`src/rtl/snake_body_tracker_if.sv`:
```
// Control, query and status bundle between the game
// logic and the snake body tracker.
interface snake_body_tracker_if #(
    parameter int XW = 4,
    parameter int YW = 4
);
    logic [3:0]    dir;
    logic          tick;
    logic          start;
    logic          grow;
    logic [XW-1:0] qx;
    logic [YW-1:0] qy;
    logic          occupied;
    logic [XW-1:0] head_x;
    logic [YW-1:0] head_y;
    logic [5:0]    len;
    logic          moved;
    logic          game_over;
    logic          running;

    modport master (
        output dir, tick, start, grow, qx, qy,
        input  occupied, head_x, head_y, len,
        input  moved, game_over, running
    );

    modport slave (
        input  dir, tick, start, grow, qx, qy,
        output occupied, head_x, head_y, len,
        output moved, game_over, running
    );
endinterface

```
`src/rtl/snake_body_tracker.sv`:
```
// Snake body history, movement, growth and collision detection.
// Optional macro SNAKE_WRAP_EN: board edges wrap instead of killing.
module snake_body_tracker #(
    parameter int GRID_W    = 16,
    parameter int GRID_H    = 16,
    parameter int XW        = 4,
    parameter int YW        = 4,
    parameter int MAX_LEN   = 8,
    parameter int START_X   = 4,
    parameter int START_Y   = 8,
    parameter int START_LEN = 3
) (
    input  logic                 clk,
    input  logic                 reset,
    snake_body_tracker_if.slave  bus
);

    typedef enum logic [1:0] {
        S_IDLE,
        S_RUN,
        S_OVER
    } state_t;

    localparam logic [1:0] D_LEFT  = 2'b00;
    localparam logic [1:0] D_RIGHT = 2'b01;
    localparam logic [1:0] D_UP    = 2'b10;
    localparam logic [1:0] D_DOWN  = 2'b11;

    localparam logic [XW-1:0] X_MAX = XW'(GRID_W - 1);
    localparam logic [YW-1:0] Y_MAX = YW'(GRID_H - 1);

    state_t        r_state;
    state_t        w_state_nxt;
    logic [XW-1:0] r_seg_x [MAX_LEN];
    logic [YW-1:0] r_seg_y [MAX_LEN];
    logic [5:0]    r_len;
    logic          r_grow_pending;
    logic          r_moved;

    logic [XW-1:0] w_nx;
    logic [YW-1:0] w_ny;
    logic          w_edge;
    logic          w_wall;
    logic          w_self;
    logic          w_len_inc;
    logic          w_move;
    logic          w_reinit;
    logic          w_occ;
    logic          w_unused_dir;

    assign w_unused_dir = ^bus.dir[3:2];

    // A step only lengthens the body if growth is owed and there is room.
    assign w_len_inc = (r_grow_pending | bus.grow)
                     & (r_len < 6'(MAX_LEN));

    // Candidate head cell, with edge detection and wrapped coordinate.
    always_comb begin
        w_nx   = r_seg_x[0];
        w_ny   = r_seg_y[0];
        w_edge = 1'b0;
        unique case (bus.dir[1:0])
            D_LEFT: begin
                if (r_seg_x[0] == '0) begin
                    w_edge = 1'b1;
                    w_nx   = X_MAX;
                end else begin
                    w_nx = r_seg_x[0] - 1'b1;
                end
            end
            D_RIGHT: begin
                if (r_seg_x[0] == X_MAX) begin
                    w_edge = 1'b1;
                    w_nx   = '0;
                end else begin
                    w_nx = r_seg_x[0] + 1'b1;
                end
            end
            D_UP: begin
                if (r_seg_y[0] == '0) begin
                    w_edge = 1'b1;
                    w_ny   = Y_MAX;
                end else begin
                    w_ny = r_seg_y[0] - 1'b1;
                end
            end
            D_DOWN: begin
                if (r_seg_y[0] == Y_MAX) begin
                    w_edge = 1'b1;
                    w_ny   = '0;
                end else begin
                    w_ny = r_seg_y[0] + 1'b1;
                end
            end
        endcase
    end

`ifdef SNAKE_WRAP_EN
    assign w_wall = 1'b0;
    logic w_unused_edge;
    assign w_unused_edge = w_edge;
`else
    assign w_wall = w_edge;
`endif

    // Self hit: new head lands on a body segment; the tail is
    // exempt when it is about to vacate its cell.
    always_comb begin
        w_self = 1'b0;
        for (int i = 1; i < MAX_LEN; i++) begin
            if ((6'(i) < r_len)
                && ((6'(i) != r_len - 6'd1) || w_len_inc)
                && (r_seg_x[i] == w_nx)
                && (r_seg_y[i] == w_ny)) begin
                w_self = 1'b1;
            end
        end
    end

    // Game state register.
    always_ff @(posedge clk) begin
        if (reset) begin
            r_state <= S_IDLE;
        end else begin
            r_state <= w_state_nxt;
        end
    end

    // Next-state and step decision.
    always_comb begin
        w_state_nxt = r_state;
        w_move      = 1'b0;
        w_reinit    = 1'b0;
        unique case (r_state)
            S_IDLE: begin
                if (bus.start) begin
                    w_state_nxt = S_RUN;
                end
            end
            S_RUN: begin
                if (bus.tick) begin
                    if (w_wall || w_self) begin
                        w_state_nxt = S_OVER;
                    end else begin
                        w_move = 1'b1;
                    end
                end
            end
            S_OVER: begin
                if (bus.start) begin
                    w_state_nxt = S_IDLE;
                    w_reinit    = 1'b1;
                end
            end
            default: begin
                w_state_nxt = S_IDLE;
            end
        endcase
    end

    // Body history, length, pending growth and move pulse.
    always_ff @(posedge clk) begin
        if (reset || w_reinit) begin
            for (int i = 0; i < MAX_LEN; i++) begin
                if (i < START_LEN) begin
                    r_seg_x[i] <= XW'(START_X - i);
                    r_seg_y[i] <= YW'(START_Y);
                end else begin
                    r_seg_x[i] <= '0;
                    r_seg_y[i] <= '0;
                end
            end
            r_len          <= 6'(START_LEN);
            r_grow_pending <= 1'b0;
            r_moved        <= 1'b0;
        end else begin
            r_moved <= w_move;
            if ((r_state == S_RUN) && bus.grow) begin
                r_grow_pending <= 1'b1;
            end
            if (w_move) begin
                for (int i = 1; i < MAX_LEN; i++) begin
                    r_seg_x[i] <= r_seg_x[i-1];
                    r_seg_y[i] <= r_seg_y[i-1];
                end
                r_seg_x[0]     <= w_nx;
                r_seg_y[0]     <= w_ny;
                r_grow_pending <= 1'b0;
                if (w_len_inc) begin
                    r_len <= r_len + 6'd1;
                end
            end
        end
    end

    // Cell query against the active segments only.
    always_comb begin
        w_occ = 1'b0;
        for (int i = 0; i < MAX_LEN; i++) begin
            if ((6'(i) < r_len)
                && (r_seg_x[i] == bus.qx)
                && (r_seg_y[i] == bus.qy)) begin
                w_occ = 1'b1;
            end
        end
    end

    assign bus.occupied  = w_occ;
    assign bus.head_x    = r_seg_x[0];
    assign bus.head_y    = r_seg_y[0];
    assign bus.len       = r_len;
    assign bus.moved     = r_moved;
    assign bus.game_over = (r_state == S_OVER);
    assign bus.running   = (r_state == S_RUN);

endmodule

```
`src/flat_wrapper.sv`:
```
// flat-port wrapper written by rule: the top's interface ports become plain ports
module snake_body_tracker_flat 
#(
    parameter int GRID_W    = 16,
    parameter int GRID_H    = 16,
    parameter int XW        = 4,
    parameter int YW        = 4,
    parameter int MAX_LEN   = 8,
    parameter int START_X   = 4,
    parameter int START_Y   = 8,
    parameter int START_LEN = 3
)
  (clk, reset, bus_dir, bus_tick, bus_start, bus_grow, bus_qx, bus_qy, bus_occupied, bus_head_x, bus_head_y, bus_len, bus_moved, bus_game_over, bus_running);
  snake_body_tracker_if #(.XW(XW), .YW(YW)) bus_i ();
  input  logic clk;
  input  logic reset;
  input wire logic [$bits(bus_i.dir)-1:0] bus_dir;
  input wire logic [$bits(bus_i.tick)-1:0] bus_tick;
  input wire logic [$bits(bus_i.start)-1:0] bus_start;
  input wire logic [$bits(bus_i.grow)-1:0] bus_grow;
  input wire logic [$bits(bus_i.qx)-1:0] bus_qx;
  input wire logic [$bits(bus_i.qy)-1:0] bus_qy;
  output wire logic [$bits(bus_i.occupied)-1:0] bus_occupied;
  output wire logic [$bits(bus_i.head_x)-1:0] bus_head_x;
  output wire logic [$bits(bus_i.head_y)-1:0] bus_head_y;
  output wire logic [$bits(bus_i.len)-1:0] bus_len;
  output wire logic [$bits(bus_i.moved)-1:0] bus_moved;
  output wire logic [$bits(bus_i.game_over)-1:0] bus_game_over;
  output wire logic [$bits(bus_i.running)-1:0] bus_running;
  assign bus_i.dir = bus_dir;
  assign bus_i.tick = bus_tick;
  assign bus_i.start = bus_start;
  assign bus_i.grow = bus_grow;
  assign bus_i.qx = bus_qx;
  assign bus_i.qy = bus_qy;
  assign bus_occupied = bus_i.occupied;
  assign bus_head_x = bus_i.head_x;
  assign bus_head_y = bus_i.head_y;
  assign bus_len = bus_i.len;
  assign bus_moved = bus_i.moved;
  assign bus_game_over = bus_i.game_over;
  assign bus_running = bus_i.running;
  snake_body_tracker #(.GRID_W(GRID_W), .GRID_H(GRID_H), .XW(XW), .YW(YW), .MAX_LEN(MAX_LEN), .START_X(START_X), .START_Y(START_Y), .START_LEN(START_LEN)) u_core (.clk(clk), .reset(reset), .bus(bus_i));
endmodule
```
`config.mk`:
```
export PLATFORM = sky130hd
export DESIGN_NAME = snake_body_tracker_flat
export DESIGN_NICKNAME = d
export VERILOG_FILES = /design/src/rtl/snake_body_tracker_if.sv /design/src/rtl/snake_body_tracker.sv /design/src/flat_wrapper.sv
export SDC_FILE = /design/constraint.sdc
export NUM_CORES = 1
export LEC_CHECK = 0
export CAP_MARGIN = 20
export CORE_ASPECT_RATIO = 0.75
export CORE_MARGIN = 2
export CORE_UTILIZATION = 50
export DETAILED_ROUTE_END_ITERATION = 6
export PLACE_DENSITY_LB_ADDON = 0.08
export RECOVER_POWER = 100
export SETUP_SLACK_MARGIN = 0.02
export SYNTH_ARGS = -nofsm -noshare
export SYNTH_HDL_FRONTEND = slang
export SYNTH_SLANG_ARGS = --single-unit
```
`constraint.sdc`:
```
create_clock -name clk -period 14.6 [get_ports clk]
set_clock_uncertainty 0.1 [all_clocks]
set_input_delay 1.46 -clock clk [delete_from_list [all_inputs] [get_ports clk]]
set_output_delay 1.46 -clock clk [all_outputs]
set_load 0.01 [all_outputs]
```
==> reports/metrics.cfg, run 1 <==
[grt]
grt_start_max_net_pins = 44
antenna_found_initial = 1
grt_overflow = 0
grt_usage_pct = 30.0
grt_pass1_vias = 4348
grt_pass1_wl_mm = 26.9

[power_and_ir_drop]
p_leak_nw = 2.19
powerDensity_nw_per_um2 = 97.3
peakVddDrop_mv = 0.0509

[timing]
fin_tns_setup_ns = 0
hold_slack_ns = 0.348
maxSlewViolCount = 44
grt_setup_unrepaired = no
final_hold_viol_count = 0
worst_pin_slew_ns = 2.41
period_share_pct = 53.0
max_freq_mhz = 129
finalCriticalPeriod_ns = 7.74
maxSlewHeadroom_pct = -60.6
setup_viol = 0

[place]
io_buffers = 32
gp_congestion = 0.944
dp_hpwl_mm = 12.8

[worst_hold_path]
min_path_type = register to register
hp-start = u_core.r_state[1]

[floorplanning]
dieArea_um2 = 12200
core_um2 = 11000
die_w_um = 127
start_util_pct = 51.7
core.rowCount = 33
dieHeight_um = 96.3
io_pins = 35

[synth]
syn_nets = 639
postSynthAreaPerCell_um2 = 9.30
synth_ff_type = edfxtp_1
synth.distinct_cells = 78
synthesis.area_um2 = 5680
synth-edff-count = 48
seq_area_frac_synth_pct = 34.5
synthCells = 611
ys_seq_elements = 74
synth_warnings = 0
ys_async_sr_fraction_pct = 0

[clock_tree]
htreeDepth = 3
clock_sink_count = 74
clockBufferDepth = 2
cts_hold_buffers = 0
insertion_delay_ns = 0.34
clock-root-buffer = clkbuf_16
cts_inserted_buffers = 9
cts_resized = 0
postCtsSetupRepairBufs = 0
clk_pin_slew_ns = 0.06
cts_tree = yes

[flow_run]
drv_cap = 1

[route]
dr.first_iter.drc_count = 499
wl_mm = 17.9
drc_errors = 0
antenna_left = 0
drt_first_pass_iters = 5
avgViaCountPerCell = 6.35
wl_per_cell_um = 23.6
vias = 4817

[worst_setup_path]
regToRegStartpoint = u_core.r_seg_x[0][2]
criticalPathCategory = input port to register
worst_ep_arrival_time_ns = 7.55
cpPeakStageDelay_ns = 1.78
end_kind = register
path_cells = dlygate4sd3_1 > nand4_1 > a21o_1 > nor2_1 > xnor2_1 > nor2_1 > a41oi_1 > nand4_1 > o21ai_0 > clkbuf_1
critical_path.max_fanout = 43
required_ns = 14.41
start_kind = input port
cp-startpoint = bus_dir[0]
slowest_stage = clkbuf_1

[layout]
area_delta_synth_final_pct = 10.6
diodes = 0
fill_cells = 966
nNetsFinal = 642
drive_gt1_share_pct = 5.49

[outcome]
violations = max-capacitance violations, max-slew violations
outcome = complete, but fails checks

-- path summary, 6_finish.rpt --
check	slack, ns	endpoint	cells past startpoint
max	6.86	u_core.r_seg_y[0][22]	10
min	0.35	u_core.r_state[0]	1
max reg2reg	7.99	u_core.r_seg_y[0][22]	10
min reg2reg	0.35	u_core.r_state[0]	1
-- final cells by class --
class	instances	area, um^2	area share [%]
repair buffers	41	373	5.93
inverters	14	52.6	0.836
clock inverters	7	101	1.61
clock buffers	9	225	3.58
well taps	140	175	2.79
flip-flops and latches	74	1960	31.2
multi-input cells	474	3400	54.0
-- synthesized netlist by cell type, types with 19 or more instances --
cell type  number  area (um^2)
nand2_1        23         86.3
xor2_1         57          499
nand4_1        19          119
xnor2_1        71          622
edfxtp_1       48         1440
nor2_1         26         97.6
o21ai_0        33          165
nand3_1        29          145
nor4_1         21          131
and2_1         38          238
a21oi_1        24          120
clkbuf_1       24         90.1
dfxtp_1        26          521
-- metal layers --
metal	vias to the layer above	wire length (um)	track usage [%]
met3	30	1700	6.84
met5	-	0	0
met4	0	347	8.24
met1	2353	8300	44.5
li1	2209	-	-
met2	225	7590	43.6
-- stage by stage --
step                cells  util, %  worst slack [ns]  cell area, um^2  power [mW]
detailed placement    743     54.7              8.51             6010       0.369
CTS                   759     57.7              8.61             6330       0.614
global placement      743     54.7              8.56             6010       0.367
floorplan             611        -              7.42             5680       0.334
finish                759     57.2              6.86             6290       0.612
global route          759     57.2              6.58             6290       0.631
-- worst max-delay path, delay by kind of cell --
| kind | cells | cell delay, ns |
|---|---|---|
| compound gates | 3 | 1.64 |
| buf+inv | 2 | 2.92 |
| simple gates | 4 | 1.28 |
| xor+xnor | 1 | 0.20 |
-- where the power goes --
group / internal, mW / switching [mW] / leakage (nW)
clock: 0.152 / 0.0954 / 0.158
combinational: 0.0459 / 0.0673 / 1.35
sequential: 0.234 / 0.0180 / 0.690
total: 0.431 / 0.181 / 2.19
-- cells in the final DEF (no fill, tap or decap), types with 21 or more instances in the layout --
cell and count:
nor4_1 21, nand2_1 23, a21oi_1 24, nand3_1 30, o21ai_0 33, xnor2_1 71, nor2_1 26, xor2_1 57
and2_0 21, dfxtp_1 26, edfxtp_1 48
-- sequential cells by signal, summed over array words and instances (netlist names) --
signal and cells:
u_core.r_state 2, u_core.r_grow_pending 1, u_core.r_seg_x 32, u_core.bus.moved 1, u_core.bus.len 6, u_core.r_seg_y 32
-- cells by family after synthesis --
kind of cell             Yosys count  synth area share (%)
multiplexers                      13                  2.36
buffers and inverters             63                  5.42
AO/OA/AOI/OAI                    110                  13.6
XOR/XNOR                         129                  20.1
adder cells (fa/ha/maj)           12                  2.60
flip-flops                        74                  34.5
AND/OR/NAND/NOR                  210                  21.3
Power figures use the tool's default switching activity.
==> run 2: changes to the inputs <==
==> constraint.sdc (replaced) <==
create_clock -name clk -period 6.63 [get_ports clk]
set_clock_uncertainty 0.1 [all_clocks]
set_input_delay 0.663 -clock clk [delete_from_list [all_inputs] [get_ports clk]]
set_output_delay 0.663 -clock clk [all_outputs]
set_load 0.01 [all_outputs]
==> reports/metrics.cfg, run 2 (synthesized netlist as in run 1, its figures left out) <==
[grt]
antenna_found_initial = 0  ; -1
grt_pass1_wl_mm = 27.6  ; +2.8%
grt_pass1_vias = 4535  ; +4.3%
grt_usage_pct = 30.8  ; +0.86 points
grt_start_max_net_pins = 50  ; +14%
grt_overflow = 0  ; unchanged

[outcome]
outcome = completed

[worst_hold_path]
holdPathStages = 1  ; unchanged
min_to = u_core.r_state[0]
min_path_type = register to register
hp-start = u_core.r_state[1]

[clock_tree]
postCtsSetupRepairBufs = 0  ; unchanged
cts_tree = yes
cts_resized = 0  ; unchanged
clockBufferDepth = 2  ; unchanged
insertion_delay_ns = 0.35  ; about the same
clock-root-buffer = clkbuf_16
clock_sink_count = 74  ; unchanged
clk_pin_slew_ns = 0.06  ; about the same
htreeDepth = 3  ; unchanged
cts_hold_buffers = 0  ; unchanged
cts_inserted_buffers = 9  ; unchanged

[floorplanning]
die_w_um = 127  ; unchanged
core.rowCount = 33  ; unchanged
dieArea_um2 = 12200  ; unchanged
core_um2 = 11000  ; unchanged
dieHeight_um = 96.3  ; unchanged
io_pins = 35  ; unchanged
start_util_pct = 51.7  ; unchanged

[route]
antenna_left = 0  ; unchanged
vias = 4879  ; +1.3%
wl_mm = 18.2  ; +1.3%
avgViaCountPerCell = 6.43  ; +1.3%
drc_errors = 0  ; unchanged
dr.first_iter.drc_count = 577  ; +16%
drt_first_pass_iters = 5  ; unchanged
wl_per_cell_um = 23.9  ; +1.3%

[worst_setup_path]
required_ns = 6.61  ; -7.80 ns
path_common_cell = nand4_1
ff2ff_path_depth = 11  ; +1
crit_family = simple AND/OR/NAND/NOR gates
end_kind = register
rrSetupSlack_ns = 1.31  ; -6.68 ns
worst_ep_arrival_time_ns = 5.62  ; -1.93 ns
cpPeakStageDelay_ns = 1.13  ; -0.65 ns
regToRegStartpoint = u_core.r_seg_x[0][2]
start_kind = input port
criticalPathCategory = input port to register
path_buf_inv = 2  ; unchanged
critical_path.max_fanout = 18  ; -58%
r2r-end = u_core.r_seg_y[0][11]
path_cells = dlygate4sd3_1 > nand4_1 > a21o_1 > nor2_1 > xnor2_1 > or4_1 > o22a_1 > nand4_1 > nor3_4 > clkbuf_1 > nand2b_1
slowest_stage = dlygate4sd3_1

[timing]
worst_pin_slew_ns = 1.37  ; -1.04 ns
grt_setup_unrepaired = no
maxSlewViolCount = 0  ; -100%
finalCriticalPeriod_ns = 5.64
final_hold_viol_count = 0  ; unchanged
max_freq_mhz = 177
fin_tns_setup_ns = 0  ; unchanged
period_share_pct = 85.1
maxSlewHeadroom_pct = 8.84  ; +69 points
layout_setup_ws_ns = 0.990  ; -5.87 ns
setup_viol = 0  ; unchanged

[power_and_ir_drop]
net-switching-power_uw = 396  ; +120%
combPwrFrac_pct = 19.1  ; +0.6 points
power_frac_clock_pct = 38.8  ; -1.6 points
powerDensity_nw_per_um2 = 209  ; +120%
power.internal_uw = 919  ; +110%
peakVddDrop_mv = 0.125  ; +150%
p_sw_share_pct = 30.1  ; +0.58 points
finalPower_mw = 1.31  ; +110%
p_leak_nw = 2.20  ; about the same
seqPwrFrac_pct = 42.1  ; +1.0 points

[place]
dp_slack_ns = 1.36  ; -7.15 ns
gp_congestion = 0.968  ; +2.6%
io_buffers = 32  ; unchanged
dp_hpwl_mm = 12.7  ; -0.19%
placedInstanceArea_um2 = 6010  ; unchanged

[layout]
layout_common_cells = xnor2_1 (71), xor2_1 (57), edfxtp_1 (48), o21ai_0 (32), nand3_1 (30)
diodes = 0  ; unchanged
final_area_um2 = 6280  ; about the same
nNetsFinal = 642  ; unchanged
final_common_cell = xnor2_1
fin_util_pct = 57.2  ; about the same
drive_gt1_share_pct = 5.65  ; +0.16 points
area_delta_synth_final_pct = 10.6  ; about the same

[flow_run]
drv_cap = 0  ; -1

-- run 2: cell types whose count changed in the layout (fill, tap and decap cells not counted), sizes merged --
cell / previous run / this run
clkbuf: 13 / 17
bufinv: 2 / 0
clkinv: 2 / 1
clkdlybuf4s50: 14 / 13
dlygate4sd3: 18 / 19
clkinvlp: 1 / 0
-- run 2: per-stage QoR --
| stage | hold slack (ns) | cells |
|---|---|---|
| after global routing | 0.397 | 759 |
| after detailed placement | 0.368 | 743 |
| after CTS | 0.375 | 759 |
| after floorplan | 0.313 | 611 |
| final | 0.380 | 759 |
| after global placement | 0.325 | 743 |
-- run 2: layer usage --
metal,routed length [um],up-vias,global-route usage [%]
met1,8060,2375,44.1
met3,2050,36,8.89
li1,-,2200,-
met2,7570,268,44.9
met4,486,0,9.71
met5,0,-,0
-- run 2: area by class of cell --
type	count	area, um^2
timing repair buffer	41	373
tap	140	175
clock buffer	13	287
sequential	74	1960
fill	960	4700
clock inverter	3	17.5
multi-input combinational	474	3420
inverter	14	52.6
-- run 2: worst register-to-register path, cell delays in order, from the launching register on --
cell,delay [ns]
edfxtp_1,0.32
clkbuf_1,0.99
nor3_1,0.21
a31o_2,0.33
a211oi_4,0.67
xor2_1,0.20
nor3_1,0.11
a22oi_2,0.18
nand4_1,0.64
nor3_4,0.72
clkbuf_1,0.47
nand2b_1,0.11
-- run 2: power by group through the flow --
stage               Combinational [mW]  Clock, mW  Sequential, mW
floorplan                        0.190          0           0.544
global placement                 0.245          0           0.561
detailed placement               0.249          0           0.562
CTS                              0.251      0.510           0.552
global route                     0.272      0.527           0.556
finish                           0.252      0.510           0.553
-- run 2: worst max-delay path by stage --
stage | slack (ns) | cells after the start | endpoint | startpoint
floorplan | 1.31 | 11 | u_core.r_seg_x[0][0] | u_core.r_seg_x[0][1]
global placement | 1.43 | 10 | u_core.r_seg_x[0][3] | bus_dir[0]
detailed placement | 1.36 | 10 | u_core.r_seg_x[0][10] | bus_dir[0]
CTS | 1.66 | 10 | u_core.r_seg_x[0][4] | bus_dir[0]
global route | 0.77 | 11 | u_core.r_seg_y[0][11] | bus_dir[0]
finish | 0.99 | 11 | u_core.r_seg_y[0][11] | bus_dir[0]
==> run 3: changes to the inputs <==
--- a/config.mk
+++ b/config.mk
@@ -5,10 +5,10 @@
 export SDC_FILE = /design/constraint.sdc
 export NUM_CORES = 1
 export LEC_CHECK = 0
-export CAP_MARGIN = 20
+export CAP_MARGIN = 25
 export CORE_ASPECT_RATIO = 0.75
 export CORE_MARGIN = 2
-export CORE_UTILIZATION = 50
+export CORE_UTILIZATION = 35
 export DETAILED_ROUTE_END_ITERATION = 6
 export PLACE_DENSITY_LB_ADDON = 0.08
 export RECOVER_POWER = 100
==> reports/metrics.cfg, run 3 (synthesized netlist as in run 1, its figures left out) <==
[route]
antenna_left = 0  ; unchanged
avgViaCountPerCell = 5.81  ; -9.6%
dr.first_iter.drc_count = 509  ; -12%
wl_per_cell_um = 23.2  ; -3.1%
drc_errors = 0  ; unchanged
wl_mm = 19.2  ; +5.8%
vias = 4820  ; -1.2%
drt_first_pass_iters = 7  ; +2

[timing]
final_hold_viol_count = 0  ; unchanged
layout_setup_ws_ns = 0.933  ; -0.0573 ns
max_freq_mhz = 176  ; -1.0%
fin_tns_setup_ns = 0  ; unchanged
maxSlewViolCount = 0  ; unchanged
period_share_pct = 85.9  ; +0.86 points
worst_pin_slew_ns = 1.34  ; -0.0242 ns
grt_setup_unrepaired = no
setup_viol = 0  ; unchanged
maxSlewHeadroom_pct = 9.97  ; +1.1 points
finalCriticalPeriod_ns = 5.70  ; +0.0573 ns

[power_and_ir_drop]
finalPower_mw = 1.28  ; -2.7%
powerDensity_nw_per_um2 = 202  ; -3.5%
p_leak_nw = 2.17  ; -1.3%
peakVddDrop_mv = 0.113  ; -9.7%

[clock_tree]
cts_resized = 0  ; unchanged
clock_sink_count = 74  ; unchanged
clockBufferDepth = 2  ; unchanged
htreeDepth = 3  ; unchanged
clock-root-buffer = clkbuf_16
postCtsSetupRepairBufs = 0  ; unchanged
cts_hold_buffers = 0  ; unchanged
clk_pin_slew_ns = 0.06  ; about the same
cts_inserted_buffers = 9  ; unchanged
cts_tree = yes
insertion_delay_ns = 0.35  ; about the same

[layout]
drive_gt1_share_pct = 5.65  ; unchanged
area_delta_synth_final_pct = 11.4
layout_common_cells = xnor2_1 (71), xor2_1 (57), edfxtp_1 (48), o21ai_0 (33), nand3_1 (30)
final_area_um2 = 6330  ; +0.80%
final_common_cell = xnor2_1
fill_cells = 1606  ; +67%
diodes = 0  ; unchanged
nNetsFinal = 642  ; unchanged

[place]
dp_hpwl_mm = 14.0  ; +9.8%
placedInstanceArea_um2 = 6100  ; +1.5%
dp_slack_ns = 1.37  ; +0.00721 ns
io_buffers = 32  ; unchanged
gp_congestion = 0.913  ; -5.7%

[floorplanning]
core_um2 = 16000  ; +45%
die_w_um = 151  ; +19%
io_pins = 35  ; unchanged
dieHeight_um = 114  ; +19%
core.rowCount = 40  ; +21%
start_util_pct = 35.6  ; -16 points
dieArea_um2 = 17300  ; +41%

[grt]
grt_pass1_vias = 4524  ; -0.24%
grt_start_max_net_pins = 45  ; -10%
grt_overflow = 0  ; unchanged
antenna_found_initial = 0  ; unchanged
grt_usage_pct = 23.1  ; -7.7 points
grt_pass1_wl_mm = 28.8  ; +4.3%

[worst_setup_path]
end_kind = register
worst_ep_arrival_time_ns = 5.59  ; -0.03 ns
start_kind = input port
criticalPathCategory = input port to register
required_ns = 6.52  ; -0.09 ns
critical_path.max_fanout = 44  ; +26

[worst_hold_path]
min_path_type = register to register

[flow_run]
drv_cap = 0  ; unchanged

[outcome]
outcome = completed

## run 3: cell type report
type	instances	area [um^2]	area share, %
tap	210	263	4.15
timing repair buffer	41	377	5.95
inverter	14	52.6	0.830
clock buffer	10	229	3.62
sequential	74	1960	31.0
multi-input combinational	474	3400	53.7
clock inverter	6	51.3	0.810
## run 3: routing by layer
| layer | wire (um) | global-route usage [%] | up-vias |
|---|---|---|---|
| met4 | 493 | 7.66 | 0 |
| met2 | 7760 | 31.5 | 219 |
| met1 | 9480 | 35.7 | 2377 |
| li1 | - | - | 2193 |
| met5 | 0 | 0 | - |
| met3 | 1480 | 4.74 | 31 |
## run 3: metrics by stage
| step | utilization (%) | hold slack [ns] | std cells |
|---|---|---|---|
| finish | 39.7 | 0.355 | 829 |
| global route | 39.7 | 0.380 | 829 |
| CTS | 39.9 | 0.357 | 829 |
| detailed placement | 38.2 | 0.353 | 813 |
| global placement | 38.2 | 0.328 | 813 |
| floorplan | - | 0.313 | 611 |
## run 3: final timing paths
kind	startpoint	endpoint	slack, ns	cells after the start
setup / recovery	bus_dir[0]	u_core.r_seg_y[0][20]	0.93	10
hold / removal	u_core.r_state[1]	u_core.r_state[0]	0.36	1
setup reg to reg	u_core.r_seg_y[0][1]	u_core.r_seg_y[0][20]	1.31	11
hold reg to reg	u_core.r_state[1]	u_core.r_state[0]	0.36	1
## run 3: power breakdown
group / internal (mW) / switching [mW]
clock: 0.258 / 0.215
sequential: 0.513 / 0.0436
combinational: 0.102 / 0.148
## run 3: worst max-delay path, cell delays in order
cell,delay (ns)
dlygate4sd3_1,1.16
nand4_1,0.23
a21o_1,0.31
nor2_1,0.73
xnor2_1,0.20
nor2_1,0.08
a41oi_2,0.25
nand4_1,0.27
o21ai_0,0.96
buf_4,0.65
